[src/rtl/snake_step_engine.sv]
// snake_step_engine
//   Snake movement, growth and collision engine. The body is kept twice: as a
//   coordinate ring buffer (head pushed, tail popped) and as an occupancy
//   bitmap used for self-collision and rendering. One move per i_Step strobe,
//   taking three cycles (RUN -> CHECK -> MOVE).
//
// Ports
//   Game_Clk              game clock
//   i_Rst_L               asynchronous active-low reset
//   i_Start               (re)initialise and start a game, priority over i_Step
//   i_Step                request one move (only honoured in RUN)
//   i_Dir                 00 up, 01 down, 10 left, 11 right
//   i_Food_X/Y            food cell, sampled in CHECK
//   o_Head_X/Y, o_Tail_X/Y  current head and tail cells
//   o_Length              segment count
//   o_Board               occupancy bitmap, bit index = x + y*GRID_W
//   o_Ate                 one-cycle pulse after a move that ate the food
//   o_Collision           game over, held until next start
//   o_Win                 maximum length reached, held until next start
//   o_Busy                high in INIT, CHECK and MOVE
//
// Build option
//   SNAKE_WRAP_EN         when defined, moves off an edge wrap to the opposite
//                         edge and walls never collide.
//
// State   | meaning
// --------+--------------------------------------------------------------
// IDLE    | after reset, waiting for i_Start
// INIT    | load spawn cell, clear board and flags
// RUN     | waiting for i_Step; computes the next head on a strobe
// CHECK   | wall / self / food evaluation of the next head
// MOVE    | commit head push, tail pop, length and bitmap
// DEAD    | collision, everything frozen
// WIN     | full length reached, everything frozen
module snake_step_engine #(
    parameter int GRID_W  = 10,
    parameter int GRID_H  = 10,
    parameter int COORD_W = 4,
    parameter int MAX_LEN = 32,
    parameter int START_X = 4,
    parameter int START_Y = 4,
    localparam int LEN_W   = $clog2(MAX_LEN + 1),
    localparam int BOARD_N = GRID_W * GRID_H
) (
    input  logic               Game_Clk,
    input  logic               i_Rst_L,
    input  logic               i_Start,
    input  logic               i_Step,
    input  logic [1:0]         i_Dir,
    input  logic [COORD_W-1:0] i_Food_X,
    input  logic [COORD_W-1:0] i_Food_Y,
    output logic [COORD_W-1:0] o_Head_X,
    output logic [COORD_W-1:0] o_Head_Y,
    output logic [COORD_W-1:0] o_Tail_X,
    output logic [COORD_W-1:0] o_Tail_Y,
    output logic [LEN_W-1:0]   o_Length,
    output logic [BOARD_N-1:0] o_Board,
    output logic               o_Ate,
    output logic               o_Collision,
    output logic               o_Win,
    output logic               o_Busy
);

    localparam int PTR_W = (MAX_LEN > 1) ? $clog2(MAX_LEN) : 1;
    localparam int IDX_W = (BOARD_N > 1) ? $clog2(BOARD_N) : 1;

    localparam logic [1:0] DIR_UP    = 2'b00;
    localparam logic [1:0] DIR_DOWN  = 2'b01;
    localparam logic [1:0] DIR_LEFT  = 2'b10;
    localparam logic [1:0] DIR_RIGHT = 2'b11;

    localparam logic [COORD_W:0]   GRID_W_X    = (COORD_W + 1)'(GRID_W);
    localparam logic [COORD_W:0]   GRID_H_X    = (COORD_W + 1)'(GRID_H);
    localparam logic [COORD_W-1:0] START_XC    = COORD_W'(START_X);
    localparam logic [COORD_W-1:0] START_YC    = COORD_W'(START_Y);
    localparam logic [PTR_W-1:0]   PTR_LAST    = PTR_W'(MAX_LEN - 1);
    localparam logic [LEN_W-1:0]   LEN_ONE     = LEN_W'(1);
    localparam logic [LEN_W-1:0]   LEN_LAST    = LEN_W'(MAX_LEN - 1);
    localparam logic [BOARD_N-1:0] BOARD_START =
        {{(BOARD_N - 1){1'b0}}, 1'b1} << (START_X + START_Y * GRID_W);

    typedef enum logic [2:0] {
        S_IDLE, S_INIT, S_RUN, S_CHECK, S_MOVE, S_DEAD, S_WIN
    } state_t;

    state_t state_q, state_d;

    logic [COORD_W-1:0] head_x_q, head_y_q, tail_x_q, tail_y_q;
    logic [COORD_W-1:0] nxt_x_q, nxt_y_q;
    logic [LEN_W-1:0]   len_q;
    logic [BOARD_N-1:0] board_q;
    logic [1:0]         dir_q;
    logic [PTR_W-1:0]   hp_q, tp_q;
    logic               wall_q, eat_q, ate_q, col_q, win_q;

    logic [COORD_W-1:0] ring_x [MAX_LEN];
    logic [COORD_W-1:0] ring_y [MAX_LEN];

    function automatic logic [PTR_W-1:0] ptr_inc(input logic [PTR_W-1:0] p);
        return (p == PTR_LAST) ? '0 : p + 1'b1;
    endfunction

    function automatic logic [IDX_W-1:0] cell_idx(input logic [COORD_W-1:0] x,
                                                  input logic [COORD_W-1:0] y);
        return IDX_W'(x) + IDX_W'(y) * IDX_W'(GRID_W);
    endfunction

    // Next-head computation for a strobe in RUN. The +-1 is done one bit wider
    // so that 0-1 shows up as a large value and fails the range check.
    logic [1:0]     dir_sel;
    logic [COORD_W:0] cx, cy;
    logic           step_wall;

    always_comb begin
        dir_sel   = i_Dir;
        cx        = {1'b0, head_x_q};
        cy        = {1'b0, head_y_q};
        step_wall = 1'b0;
        if (len_q > LEN_ONE && i_Dir == (dir_q ^ 2'b01))
            dir_sel = dir_q;
        case (dir_sel)
            DIR_UP:   cy = cy - 1'b1;
            DIR_DOWN: cy = cy + 1'b1;
            DIR_LEFT: cx = cx - 1'b1;
            default:  cx = cx + 1'b1;
        endcase
`ifdef SNAKE_WRAP_EN
        if (cx >= GRID_W_X)
            cx = (dir_sel == DIR_LEFT) ? GRID_W_X - 1'b1 : '0;
        if (cy >= GRID_H_X)
            cy = (dir_sel == DIR_UP) ? GRID_H_X - 1'b1 : '0;
`else
        step_wall = (cx >= GRID_W_X) || (cy >= GRID_H_X);
`endif
    end

    // CHECK evaluation
    logic [IDX_W-1:0] nxt_idx, tail_idx;
    logic             food_hit, occupied, at_tail, self_hit;

    always_comb begin
        nxt_idx  = cell_idx(nxt_x_q, nxt_y_q);
        tail_idx = cell_idx(tail_x_q, tail_y_q);
        food_hit = ({1'b0, i_Food_X} < GRID_W_X) && ({1'b0, i_Food_Y} < GRID_H_X) &&
                   (i_Food_X == nxt_x_q) && (i_Food_Y == nxt_y_q);
        occupied = wall_q ? 1'b0 : board_q[nxt_idx];
        at_tail  = (nxt_x_q == tail_x_q) && (nxt_y_q == tail_y_q);
        // Stepping onto the tail is legal when it moves away this same step.
        self_hit = occupied && !(at_tail && !food_hit);
    end

    // MOVE commit values
    logic [PTR_W-1:0]   hp_inc, tp_inc;
    logic [COORD_W-1:0] new_tail_x, new_tail_y;
    logic [BOARD_N-1:0] board_move;
    logic               do_move;

    always_comb begin
        hp_inc  = ptr_inc(hp_q);
        tp_inc  = ptr_inc(tp_q);
        do_move = (state_q == S_MOVE) && !i_Start;
        // A length-1 snake's new tail is the head being pushed this cycle,
        // which is not in the ring yet.
        if (tp_inc == hp_inc) begin
            new_tail_x = nxt_x_q;
            new_tail_y = nxt_y_q;
        end else begin
            new_tail_x = ring_x[tp_inc];
            new_tail_y = ring_y[tp_inc];
        end
        board_move = board_q;
        if (!eat_q)
            board_move[tail_idx] = 1'b0;
        board_move[nxt_idx] = 1'b1;
    end

    // FSM
    always_ff @(posedge Game_Clk or negedge i_Rst_L) begin
        if (!i_Rst_L)
            state_q <= S_IDLE;
        else
            state_q <= state_d;
    end

    always_comb begin
        state_d = state_q;
        o_Busy  = 1'b0;
        if (i_Start) begin
            state_d = S_INIT;
        end else begin
            case (state_q)
                S_INIT:  state_d = S_RUN;
                S_RUN:   if (i_Step) state_d = S_CHECK;
                S_CHECK: state_d = (wall_q || self_hit) ? S_DEAD : S_MOVE;
                S_MOVE:  state_d = (eat_q && len_q == LEN_LAST) ? S_WIN : S_RUN;
                default: state_d = state_q;
            endcase
        end
        case (state_q)
            S_INIT, S_CHECK, S_MOVE: o_Busy = 1'b1;
            default:                 o_Busy = 1'b0;
        endcase
    end

    // Ring storage needs no reset: slots are only read after being written.
    always_ff @(posedge Game_Clk) begin
        if (state_q == S_INIT) begin
            ring_x[0] <= START_XC;
            ring_y[0] <= START_YC;
        end else if (do_move) begin
            ring_x[hp_inc] <= nxt_x_q;
            ring_y[hp_inc] <= nxt_y_q;
        end
    end

    always_ff @(posedge Game_Clk or negedge i_Rst_L) begin
        if (!i_Rst_L) begin
            head_x_q <= '0;
            head_y_q <= '0;
            tail_x_q <= '0;
            tail_y_q <= '0;
            nxt_x_q  <= '0;
            nxt_y_q  <= '0;
            len_q    <= '0;
            board_q  <= '0;
            dir_q    <= DIR_RIGHT;
            hp_q     <= '0;
            tp_q     <= '0;
            wall_q   <= 1'b0;
            eat_q    <= 1'b0;
            ate_q    <= 1'b0;
            col_q    <= 1'b0;
            win_q    <= 1'b0;
        end else begin
            ate_q <= do_move && eat_q;
            if (state_q == S_INIT) begin
                head_x_q <= START_XC;
                head_y_q <= START_YC;
                tail_x_q <= START_XC;
                tail_y_q <= START_YC;
                len_q    <= LEN_ONE;
                board_q  <= BOARD_START;
                dir_q    <= DIR_RIGHT;
                hp_q     <= '0;
                tp_q     <= '0;
                col_q    <= 1'b0;
                win_q    <= 1'b0;
            end else if (!i_Start) begin
                if (state_q == S_RUN && i_Step) begin
                    dir_q   <= dir_sel;
                    nxt_x_q <= cx[COORD_W-1:0];
                    nxt_y_q <= cy[COORD_W-1:0];
                    wall_q  <= step_wall;
                end
                if (state_q == S_CHECK) begin
                    eat_q <= food_hit;
                    if (wall_q || self_hit)
                        col_q <= 1'b1;
                end
                if (do_move) begin
                    head_x_q <= nxt_x_q;
                    head_y_q <= nxt_y_q;
                    hp_q     <= hp_inc;
                    board_q  <= board_move;
                    if (eat_q) begin
                        len_q <= len_q + 1'b1;
                        if (len_q == LEN_LAST)
                            win_q <= 1'b1;
                    end else begin
                        tail_x_q <= new_tail_x;
                        tail_y_q <= new_tail_y;
                        tp_q     <= tp_inc;
                    end
                end
            end
        end
    end

    assign o_Head_X    = head_x_q;
    assign o_Head_Y    = head_y_q;
    assign o_Tail_X    = tail_x_q;
    assign o_Tail_Y    = tail_y_q;
    assign o_Length    = len_q;
    assign o_Board     = board_q;
    assign o_Ate       = ate_q;
    assign o_Collision = col_q;
    assign o_Win       = win_q;

endmodule

[config.mk]
export PLATFORM = sky130hd
export DESIGN_NAME = snake_step_engine
export DESIGN_NICKNAME = d
export VERILOG_FILES = /design/src/rtl/snake_step_engine.sv
export SDC_FILE = /design/constraint.sdc
export NUM_CORES = 1
export LEC_CHECK = 0
export ABC_AREA = 1
export CORE_ASPECT_RATIO = 1.75
export CORE_MARGIN = 2
export CORE_UTILIZATION = 48
export DETAILED_ROUTE_END_ITERATION = 7
export GPL_ROUTABILITY_DRIVEN = 0
export PLACE_DENSITY = 0.7
export SYNTH_ARGS = -nofsm -noshare
export SYNTH_HDL_FRONTEND = slang
export SYNTH_SLANG_ARGS = --single-unit
export TNS_END_PERCENT = 1
[constraint.sdc]
create_clock -name Game_Clk -period 2.4 [get_ports Game_Clk]
set_input_delay 0.72 -clock Game_Clk [delete_from_list [all_inputs] [get_ports Game_Clk]]
set_output_delay 0.72 -clock Game_Clk [all_outputs]
set_load 0.02 [all_outputs]
==> results.cfg <==
[cts]
cts.sinks = 406
cts_root_buf = clkbuf_16
htree_levels = 2
path_clk_slew_ps = 70
cts_tree = done
cts_hold_buf = 0
worstSkewPairLatency_ps = 550
cts_max_path_buffers = 3
cts_buffers = 39

[run]
maxCapViolations = 0

[place]
dpl.cell_count = 2955
place_hpwl_um = 43810
numPortBuffers = 139

[worst_setup_path]
start_kind = flip-flop
path_class = reg2reg
r2r_start = o_Tail_Y[3]
worstSetupStartpoint = o_Tail_Y[3]
crit_path_end_kind = flip-flop
worstPathArrival_ps = 3060
path_max_fanout = 7
cp.required_ps = 2790

[floorplan]
core_sq_um = 40710
ioPinCount = 140
initial_core_util = 0.4845
die_w_um = 157.2
die_area_sq_um = 42790
std_cell_rows = 98
die_h_um = 272.2

[timing]
finalSetupViolations = 112
fmax_ghz = 0.3748
fin_crit_sh = 1.112
fin_setup_tns_ps = -17780
slew_viol_final = 0
max-slew-margin-rel = 0.6384
tightest_slew_ps = 541.8
fin_skew_ps = 14.34
rsz0062_at_grt = yes
period_needed_ps = 2668
worst_slack_ps = -268.3
hold_viol_final = 0

[pwr]
p_int_mw = 15.92
power.density_nw_per_um2 = 1081
swShare = 0.4304
pwr-share-clk = 0.221
p_seq_frac = 0.283
p_sw_mw = 12.03
pwr-share-comb = 0.496
leakage_nw = 10.62
vdd_ir_drop_max_uv = 1156

[grt]
grt_max_degree = 96
grt_pass1_wl_um = 98890
grt_overflow = 0
antenna_found_initial = 0
grt_pass1_vias = 18247
grtUsageTotal = 0.3016

[logic_synthesis]
syn_nets = 2186
syn_area_sq_um = 19720
yosys.area.top_type = edfxtp_1
netlist.area_leader.share = 0.3897
ys_types = 38
synth_flop_cell = edfxtp_1
syn_area_per_cell_sq_um = 9.200
async_flop_share = 0.3695
ys_seq_area_frac = 0.5802
synth_top_cells_by_area = edfxtp_1, dfrtp_1, nand2_1
ys_ff_latch = 406
synth_warnings = 0
synth_edf_count = 256
synthCells = 2144

[routing]
vias_per_cell = 5.863
ant_nets = 0
drc = 0
dr_total_vias = 17847
drt-initial-drc-count = 1389
dr.pass1.iters = 6
drt-total-wl_um = 64840
avgRoutedWirePerCell_um = 21.30

[layout]
fin_cells = 3044
area_growth_pct = 31.04
final_cell_mix = nand2_1, edfxtp_1, a21oi_1
n_antenna_cell = 0
fin_util = 0.6349
final_common_cell = nand2_1
final_nets = 2506
drive_gt1_frac = 0.1985

[hold_path]
min_path_type = in2async

[status]
status = complete, but fails checks
violations = negative setup slack
==> cell type report <==
class	count	area [sq um]
flip-flops and latches	406	11450
fillers	3206	14860
well taps	550	688.2
clock inverters	18	156.4
repair buffers	389	3910
multi-input cells	1441	7830
clock buffers	53	1105
inverters	187	706.9
==> timing repair <==
| action | CTS | global route |
|---|---|---|
| setup buffers | 7 | 9 |
| cloned | 2 | 0 |
| resized for setup | 56 | 118 |
| pin swaps | 17 | 17 |
| setup endpoints to repair | 171 | 378 |
==> worst paths after layout <==
check / to / slack (ps) / depth (start not counted)
worst min register to register: tp_q[4] / 510 / 2
max in group asynchronous: dir_q[0] / 1610 / 2
min in group Game_Clk: tp_q[4] / 510 / 2
worst max register to register: o_Board[8] / -270 / 12
worst max-delay path: o_Board[8] / -270 / 12
worst min-delay path: o_Board[51] / 110 / 1
==> cells in the mapped netlist (all sizes together) (2+ instances only) <==
library cell	number
dfrtp	148
o22ai	110
a32o	6
or2	5
o221ai	9
nand4	7
dfstp	2
nor3	20
o21a	3
buf	50
a21oi	235
edfxtp	256
nand2	460
o211ai	16
xor2	11
nand3	150
o311ai	5
o31ai	5
xnor2	11
a22o	5
o21ai	135
clkbuf	60
nor2	217
inv	186
ha	23
fa	5
==> through the flow <==
| stage | total power, mW | instance area [sq um] | worst slack (ps) | hold slack, ps |
|---|---|---|---|---|
| 4_1_cts | 26.85 | 25340 | -252.7 | 101.7 |
| 6_report | 27.95 | 25850 | -268.3 | 105.6 |
| 3_5_place_dp | 20.03 | 23800 | -734.2 | 491.9 |
| 5_1_grt | 29.21 | 25850 | -404.4 | 126.5 |
| 2_1_floorplan | 14.79 | 19910 | -228.3 | 424.4 |
| 3_3_place_gp | 19.82 | 23800 | -677.5 | 471.8 |
==> routing by layer <==
metal | wire length (um) | up-vias | global-route usage
li1 | - | 8054 | -
met1 | 21060 | 8525 | 0.3110
met4 | 6600 | 0 | 0.2612
met2 | 32910 | 907 | 0.5244
met3 | 4271 | 361 | 0.04726
met5 | 0 | - | 0
==> critical path, cell delays in order (launching register included) <==
cell and delay [ps]:
dfrtp_2 430, ha_4 250, ha_4 150, fa_2 550, inv_4 60, nor2_4 120
xnor2_4 170, nand2_4 120, buf_4 160, nor2_4 180, a21oi_1 100, a21oi_1 130
o22ai_1 80
==> power by group through the flow <==
| stage | clock [mW] | sequential, mW | combinational (mW) |
|---|---|---|---|
| 5_1_grt | 6.50 | 7.93 | 14.8 |
| 2_1_floorplan | 0 | 8.07 | 6.71 |
| 3_3_place_gp | 0 | 8.02 | 11.8 |
| 6_report | 6.17 | 7.91 | 13.9 |
| 3_5_place_dp | 0 | 8.03 | 12.0 |
| 4_1_cts | 6.27 | 7.89 | 12.7 |
==> cells by family after synthesis <==
family | count (synthesis) | share of synthesized area
flip-flops | 406 | 0.5802
adder cells (fa/ha/maj) | 28 | 0.01967
XOR/XNOR | 22 | 0.01015
buffers and inverters | 297 | 0.05887
AND/OR/NAND/NOR | 861 | 0.1814
AO/OA/AOI/OAI | 530 | 0.1498
==> registers in the layout, indices dropped and copies added, names as in the netlist <==
register / flops
o_Collision: 1
nxt_x_q: 4
o_Win: 1
o_Head_Y: 4
nxt_y_q: 4
o_Head_X: 4
o_Tail_X: 4
o_Board: 100
o_Ate: 1
wall_q: 1
o_Tail_Y: 4
ring_y: 128
ring_x: 128
tp_q: 5
o_Length: 6
state_q: 3
hp_q: 5
eat_q: 1
dir_q: 2
(Power assumes the default switching activity.)
